`src/rtl/edge_detect_multi.sv`:
```
// edge_detect_multi
// -----------------------------------------------------------------------------
// Multi-channel edge detector. Each channel:
//   - synchronises an asynchronous level input (SYNC_STAGES flops),
//   - follows it with a small Moore FSM,
//   - produces a one-cycle tick on the selected edge.
// Ticks are also latched into sticky pending flags that the consumer clears
// with a per-channel acknowledge.
//
// Optional feature (macro EDGE_DETECT_COUNT_EN):
//   Adds a saturating CNT_W-bit event counter per channel. When the macro is
//   not defined, count is tied to zero and cnt_clr is ignored. The port list is
//   the same in both builds.
//
// Parameters:
//   N           number of channels (1..32)
//   SYNC_STAGES synchroniser depth (0..3; 0 = level already synchronous)
//   CNT_W       event counter width (only used with EDGE_DETECT_COUNT_EN)
//
// Ports:
//   clk          system clock, rising edge
//   reset        synchronous, active-high reset
//   level[N]     per-channel input levels
//   mode[2N]     per-channel edge select at [2i+1:2i]:
//                00 off, 01 rising, 10 falling, 11 both
//   ack[N]       per-channel pending clear, level-sensitive
//   cnt_clr      clears all event counters
//   tick[N]      one-cycle event pulse per channel
//   pending[N]   sticky event flags
//   any_pending  OR of all pending flags
//   count[N*CNT_W] per-channel saturating event counts
// -----------------------------------------------------------------------------
module edge_detect_multi #(
    parameter int N           = 4,
    parameter int SYNC_STAGES = 2,
    parameter int CNT_W       = 8
) (
    input  logic               clk,
    input  logic               reset,
    input  logic [N-1:0]       level,
    input  logic [2*N-1:0]     mode,
    input  logic [N-1:0]       ack,
    input  logic               cnt_clr,
    output logic [N-1:0]       tick,
    output logic [N-1:0]       pending,
    output logic               any_pending,
    output logic [N*CNT_W-1:0] count
);

    typedef enum logic [2:0] {
        ST_INIT,
        ST_ZERO,
        ST_EDGE_R,
        ST_ONE,
        ST_EDGE_F
    } state_t;

    localparam logic [1:0] ARM_LOAD = 2'(SYNC_STAGES);

    logic [N-1:0]   s_level;
    logic [1:0]     arm_q, arm_d;
    logic [2*N-1:0] mode_q, mode_d;
    logic [N-1:0]   pending_q, pending_d;
    state_t         state_q [N];
    state_t         state_d [N];

    // Synchroniser chain. With zero stages the input is taken as already
    // synchronous and feeds the FSMs directly.
    if (SYNC_STAGES > 0) begin : g_sync
        logic [N-1:0] sync_q [SYNC_STAGES];
        logic [N-1:0] sync_d [SYNC_STAGES];

        always_comb begin
            sync_d[0] = level;
            for (int j = 1; j < SYNC_STAGES; j++) begin
                sync_d[j] = sync_q[j-1];
            end
        end

        always_ff @(posedge clk) begin
            if (reset) begin
                for (int j = 0; j < SYNC_STAGES; j++) begin
                    sync_q[j] <= '0;
                end
            end else begin
                sync_q <= sync_d;
            end
        end

        assign s_level = sync_q[SYNC_STAGES-1];
    end else begin : g_nosync
        assign s_level = level;
    end

    // The arm counter holds the FSMs in INIT until the synchroniser has been
    // refilled with real samples, so the first load reflects the true level
    // and a level already high at reset never looks like a rising edge.
    always_comb begin
        arm_d = arm_q;
        if (arm_q != 2'd0) begin
            arm_d = arm_q - 2'd1;
        end
    end

    always_comb begin
        mode_d = mode;
    end

    // Per-channel edge tracking. The FSM follows the level regardless of mode;
    // mode only gates the tick, so changing mode can never fabricate an edge.
    always_comb begin
        for (int i = 0; i < N; i++) begin
            state_d[i] = state_q[i];
            case (state_q[i])
                ST_INIT: begin
                    if (arm_q == 2'd0) begin
                        state_d[i] = s_level[i] ? ST_ONE : ST_ZERO;
                    end
                end
                ST_ZERO:   state_d[i] = s_level[i] ? ST_EDGE_R : ST_ZERO;
                ST_EDGE_R: state_d[i] = s_level[i] ? ST_ONE    : ST_EDGE_F;
                ST_ONE:    state_d[i] = s_level[i] ? ST_ONE    : ST_EDGE_F;
                ST_EDGE_F: state_d[i] = s_level[i] ? ST_EDGE_R : ST_ZERO;
                default:   state_d[i] = ST_INIT;
            endcase
        end
    end

    // mode bit 2i enables rising ticks, bit 2i+1 enables falling ticks.
    always_comb begin
        for (int i = 0; i < N; i++) begin
            tick[i] = ((state_q[i] == ST_EDGE_R) && mode_q[2*i])
                   || ((state_q[i] == ST_EDGE_F) && mode_q[2*i+1]);
        end
    end

    // A tick arriving together with an acknowledge keeps the flag set, so an
    // event that lands while the previous one is being serviced is not lost.
    always_comb begin
        pending_d = (pending_q & ~ack) | tick;
    end

    always_ff @(posedge clk) begin
        if (reset) begin
            arm_q     <= ARM_LOAD;
            mode_q    <= '0;
            pending_q <= '0;
            for (int i = 0; i < N; i++) begin
                state_q[i] <= ST_INIT;
            end
        end else begin
            arm_q     <= arm_d;
            mode_q    <= mode_d;
            pending_q <= pending_d;
            state_q   <= state_d;
        end
    end

    assign pending     = pending_q;
    assign any_pending = |pending_q;

`ifdef EDGE_DETECT_COUNT_EN
    logic [CNT_W-1:0] cnt_q [N];
    logic [CNT_W-1:0] cnt_d [N];

    // Saturating counters; a clear takes priority over a same-cycle tick.
    always_comb begin
        for (int i = 0; i < N; i++) begin
            cnt_d[i] = cnt_q[i];
            if (cnt_clr) begin
                cnt_d[i] = '0;
            end else if (tick[i] && (cnt_q[i] != {CNT_W{1'b1}})) begin
                cnt_d[i] = cnt_q[i] + CNT_W'(1);
            end
        end
    end

    always_ff @(posedge clk) begin
        if (reset) begin
            for (int i = 0; i < N; i++) begin
                cnt_q[i] <= '0;
            end
        end else begin
            cnt_q <= cnt_d;
        end
    end

    always_comb begin
        for (int i = 0; i < N; i++) begin
            count[i*CNT_W +: CNT_W] = cnt_q[i];
        end
    end
`else
    logic unused_cnt_clr;

    assign unused_cnt_clr = cnt_clr;
    assign count          = '0;
`endif

endmodule

```
`config.mk`:
```
export PLATFORM = sky130hd
export DESIGN_NAME = edge_detect_multi
export DESIGN_NICKNAME = d
export VERILOG_FILES = /design/src/rtl/edge_detect_multi.sv
export SDC_FILE = /design/constraint.sdc
export NUM_CORES = 1
export LEC_CHECK = 0
export BUFFER_PORTS_ARGS = -buffer_cell sky130_fd_sc_hd__buf_2
export CAP_MARGIN = 20
export CELL_PAD_IN_SITES_DETAIL_PLACEMENT = 2
export CELL_PAD_IN_SITES_GLOBAL_PLACEMENT = 2
export CORE_ASPECT_RATIO = 1.4
export CORE_MARGIN = 4
export CORE_UTILIZATION = 29
export CTS_BUF_LIST = sky130_fd_sc_hd__clkbuf_8
export CTS_CLUSTER_DIAMETER = 60
export DETAILED_ROUTE_END_ITERATION = 8
export PLACE_DENSITY = 0.81
export SETUP_SLACK_MARGIN = 0.4
export SYNTH_ARGS = -nofsm -noshare
export SYNTH_HDL_FRONTEND = slang
export SYNTH_SLANG_ARGS = --single-unit
export TNS_END_PERCENT = 1
```
`constraint.sdc`:
```
create_clock -name clk -period 1.5 [get_ports clk]
set_input_delay 0.075 -clock clk [delete_from_list [all_inputs] [get_ports clk]]
set_output_delay 0.075 -clock clk [all_outputs]
set_load 0.05 [all_outputs]
```
* After elaboration in Yosys (flattened, before gate mapping) *
Cells that the tools add are included.

word-level totals
  bits in registers = 34
  output and inout bits = 41
  logic and storage cells = 80

operators by class
  add/subtract/negate cells = 1
  equal/unequal tests = 20
  mux-type cells = 20
  bitwise logic cells = 3
  reduce and logical (&&, ||, !) cells = 27

operator list
  cell                 number
  $pmux 3 s3           4
  $eq 3x2->1 const B   8
  $mux 3               8
  $mux 2               8
  $reduce_or 2->1      8
  $eq 3x1->1 const B   4
  $eq 3x3->1 const B   4
  $logic_not 3->1      4
  $logic_and 1x1->1    8
  $ne 2x2->1 const B   4
  $and 4x4->4          1
  $logic_or 1x1->1     4
  $not 4->4            1
  $or 4x4->4           1
  $reduce_or 4->1      1
  $logic_not 2->1      1
  $reduce_bool 2->1    1
  $sub 2x1->2 const B  1

* Depth between registers and ports, before layout *
  word-level depth = 4
  mapped depth = 6
  depth with buffers taken out = 5

* Worst setup path after synthesis *
OpenSTA, ideal clock, no wires.

  kind = register -> register
  start point = register state_q[11] (netlist bit)
  end point = register pending_q[0], in the netlist pending[0]
  setup time = 0.060 ns
  arrival = 1.579 ns
  path slack = -0.139 ns
  stages on the path, launching flop included = 4
  clock period less this slack = 1.639 ns
  path through = dfxtp_1 -> nand3b_1 -> a21oi_1 -> o21ba_2

between the ends
  cells in the longest elaborated chain, start to end = 4
  elaborated cells between the ends (all ways) = 6
  those cells by class = 2 x eq/ne; 1 x bitwise; 3 x reduce/logical

ends and longest elaborated chain
  item                                             line      source
  start, declared                                  64        state_t state_q [N];
  start signal, assigned                           155       state_q <= state_d;
  $eq 3x2->1 / $eq 3x3->1 (equally long branches)  132, 133
  $logic_and 1x1->1 (on tied branches)             132, 133
  $logic_or 1x1->1 *                               133       || ((state_q[i] == ST_EDGE_F) && mode_q[2*i+1]);
  via tick[0]                                      44        output logic [N-1:0] tick,
  $or 4x4->4 *                                     140       pending_d = (pending_q & ~ack) | tick;
  end signal, assigned                             154       pending_q <= pending_d;
  end, declared                                    63        logic [N-1:0] pending_q, pending_d;

The timed path passes the listed nets; every way through them passes the cells marked *.
A chain may end at the register's enable or synchronous reset.

* Final worst setup path *
  start point = register pending_q[0], in the netlist pending[0]
  end point = output port any_pending

between the ends
  cells in the longest elaborated chain, start to end = 1

ends and longest elaborated chain
  item             line  source
  $reduce_or 4->1  160   assign any_pending = |pending_q;
  end, declared    46    output logic any_pending,

No other way between the ends.

==> results.py <==
metrics = {
    "die": {
        "rows": 31,
        "die_w_um": 69.47,
        "die_area_mm2": 0.006534,
        "core-area_mm2": 0.005159,
        "start_util": 0.2974,
        "die_h_um": 94.06,
        "ios": 60,
    },
    "final_layout": {
        "fin_nets": 214,
        "layout-drive-gt1-share": 0.2718,
        "ff_latch_area_um2": 688.2,
        "areaGrowthSynthToFinish_pct": 20.72,
        "fin_util": 0.3590,
        "multiInputGateArea_um2": 747.0,
        "fin_area_mm2": 0.001852,
        "instances_no_fill": 261,
        "antenna_cells": 0,
        "nFillCells": 595,
    },
    "sta": {
        "clock-skew-final_ns": 0.005165,
        "fin_tns_setup_ns": 0,
        "period_share": 0.9251,
        "report.final.slew_viol_count": 0,
        "rsz0062_at_grt": "yes",
        "fin_crit_ns": 1.388,
        "finalHoldViolCount": 0,
        "fmax_ghz": 0.7207,
        "finalSetupViolCount": 0,
        "relSlewSlack": 0.5900,
        "worst_pin_slew_ns": 0.6150,
    },
    "critical_path": {
        "timing.rr.start": "arm_q[1]$_SDFFE_PP1N_",
        "critPathArrivalTime_ns": 1.31,
        "cp_slowest_cell": "or4_4",
        "reg2reg_setup_slack_ns": 0.18,
        "critical_path.max_stage_delay_ns": 0.54,
        "r2r_cells": 5,
        "required_ns": 1.42,
        "cp-end-kind": "primary output",
        "crit_type": "reg -> out",
        "r2r_end": "state_q[9]$_SDFFE_PP0P_",
        "critPathMaxFanout": 3,
        "cp-start-kind": "flip-flop",
        "crit_chain": "or4_4 > buf_8",
    },
    "synth": {
        "ys_warn_count": 0,
        "ys_seq_elements": 34,
        "synthTopCellsByArea": "dfxtp_1 44%, buf_4 16%, nor2b_1 9.4%",
        "ys.flop_type": "dfxtp_1",
        "yosysTopAreaCell": "dfxtp_1",
        "ys_types": 27,
        "synth_common_cells": "34 x dfxtp_1, 33 x buf_4, 23 x nor2b_1",
        "synth.top_cell.area_share": 0.4437,
        "avgSynthCellArea_um2": 9.709,
        "async_flop_share": 0,
        "syn_inst": 158,
        "syn_area_mm2": 0.001534,
        "synth.most_common_cell": "dfxtp_1",
        "synth_enable_flop_cells": 0,
        "seq_area_frac_synth": 0.4437,
    },
    "cts": {
        "h-tree-depth": 2,
        "numCtsBuffers": 5,
        "cts.path.max_buffers": 2,
        "insertion_delay_ns": 0.29,
        "cts_tree": "built",
        "cts_sinks": 34,
        "cts.clk_slew.worst_paths_ns": 0.06,
        "clockRootBuffer": "clkbuf_8",
    },
    "placement": {
        "port_buffers": 26,
        "post-dp-hpwl_um": 2257,
        "dp_cells": 245,
        "placed_area_mm2": 0.001652,
        "globalplace.congestion": 0.7003,
    },
    "power_and_ir_drop": {
        "p_clk_frac": 0.290,
        "finalPower_mw": 2.352,
        "peakVddDrop_mv": 0.4469,
        "switchingPower_mw": 0.7849,
        "sw_frac_of_total": 0.3338,
        "pwr_density_cell_mw_per_mm2": 1270,
        "seqPwrFrac": 0.470,
        "leakagePower_nw": 0.7682,
        "intPower_mw": 1.567,
        "comb_power_share": 0.240,
    },
    "routing": {
        "ant_nets": 0,
        "first_pass_iters": 2,
        "vias_per_cell": 4.379,
        "drtIter0Drc": 44,
        "vias": 1143,
        "routed_wl_um": 3137,
        "drcViolationCount": 0,
        "wire_per_inst_um": 12.02,
    },
    "global_route": {
        "grtUsageMet1": 0.1134,
        "grt_pass1_wl_um": 5423,
        "antenna_found_initial": 0,
        "grt_overflow": 0,
        "top_usage_layer": "met2",
        "grt_max_degree": 35,
        "use_met2": 0.1760,
        "grtUsageTotal": 0.1066,
        "met3_usage": 0.04069,
        "grt_pass1_vias": 1175,
    },
    "worst_hold_path": {
        "holdPathEnd": "g_sync.sync_d[2]$_SDFF_PP0_",
        "min_path_cells": 2,
        "hold_class": "in -> reg",
        "min_from": "level[2]",
    },
    "flow_run": {
        "cap_viol_max_count": 0,
    },
    "status": {
        "status": "finished clean",
    },
}
cell usage in the layout (no fill, tap or decap):
cell type	synthesis	final
or2_2	1	1
inv_1	2	3
buf_4	33	3
dfxtp_1	34	28
a21oi_1	11	7
o21ba_2	4	4
xor2_1	1	1
clkbuf_8	0	6
o21ai_0	4	4
nand2_1	3	3
a211o_1	1	1
nor2_1	5	5
clkinv_2	0	1
mux2i_1	1	1
nor2_2	1	1
nor4bb_1	4	4
ha_2	0	1
nand2b_1	1	1
nor4_1	4	4
buf_2	0	21
nand3b_1	8	8
a21oi_4	0	4
a221oi_2	1	1
dlygate4sd3_1	0	7
nor4b_1	4	4
buf_8	0	1
nor2b_1	23	23
or4_4	0	1
o211ai_1	3	3
nor3b_1	3	3
conb_1	1	32
buf_6	1	2
dfxtp_2	0	6
what timing repair did:
item	CTS	global route
hold buffers	7	0
cloned	0	0
endpoints found under the hold margin	7	0
pin swaps	1	2
gates resized for setup	9	3
buffers inserted	1	0
endpoints found under the setup margin	11	16
metrics by stage:
step | hold WS (ns) | setup slack (ns)
final | 0.004605 | 0.1124
after global routing | 0.008438 | 0.06729
after CTS | 0.001071 | 0.1017
after detailed placement | 0.2917 | 0.1688
after global placement | 0.2859 | 0.2564
after floorplan | 0.1507 | 0.3376
logic make-up (layout without fill, tap and decap cells):
| group | Yosys count | after routing | synth area share |
|---|---|---|---|
| AND/OR/NAND/NOR | 58 | 58 | 0.2496 |
| buffers and inverters | 38 | 44 | 0.1786 |
| flip-flops | 34 | 34 | 0.4437 |
| AO/OA/AOI/OAI | 24 | 24 | 0.1052 |
| adder cells (fa/ha/maj) | 1 | 1 | 0.008155 |
| other | 1 | 32 | 0.002445 |
| XOR/XNOR | 1 | 1 | 0.005711 |
| multiplexers | 1 | 1 | 0.006526 |
metal layers:
metal / wire length [um] / up-vias
met1: 1273 / 543
met3: 229 / 7
met2: 1539 / 47
met4: 95 / 0
li1: - / 546
met5: 0 / -
flip-flops by register name (all words and copies together) (netlist names):
register	flops
mode_q	8
arm_q	2
state_q	12
g_sync.sync_d	4
pending	4
s_level	4
worst max-delay path: cells and delay by family (launching register included):
family	cells	cell delay, ns
buffers and inverters	1	0.17
flip-flops	1	0.32
AND/OR/NAND/NOR	1	0.54
power by group through the flow:
stage	clock network (mW)	logic (mW)	registers, mW
after floorplan	0	0.547	1.11
after global placement	0	0.526	1.12
after detailed placement	0	0.549	1.13
after CTS	0.714	0.572	1.11
after global routing	0.750	0.623	1.13
final	0.681	0.565	1.11
worst max-delay path by stage:
stage | start | to | slack, ns | cells after the start
2_1_floorplan | arm_q[0]$_SDFFE_PP0N_ | state_q[9]$_SDFFE_PP0P_ | 0.34 | 6
3_3_place_gp | arm_q[0]$_SDFFE_PP0N_ | state_q[9]$_SDFFE_PP0P_ | 0.26 | 5
3_5_place_dp | arm_q[0]$_SDFFE_PP0N_ | state_q[9]$_SDFFE_PP0P_ | 0.17 | 5
4_1_cts | pending[3]$_SDFF_PP0_ | any_pending | 0.10 | 2
5_1_grt | pending[0]$_SDFF_PP0_ | any_pending | 0.07 | 2
6_report | pending[0]$_SDFF_PP0_ | any_pending | 0.11 | 2
area by class of cell:
type,instances,area share
timing repair buffer,34,0.1270
inverter,2,0.004054
sequential,34,0.3716
tap,66,0.04459
clock inverter,2,0.004730
clock buffer,6,0.04459
multi-input combinational,117,0.4034
Power figures use the tool's default switching activity.
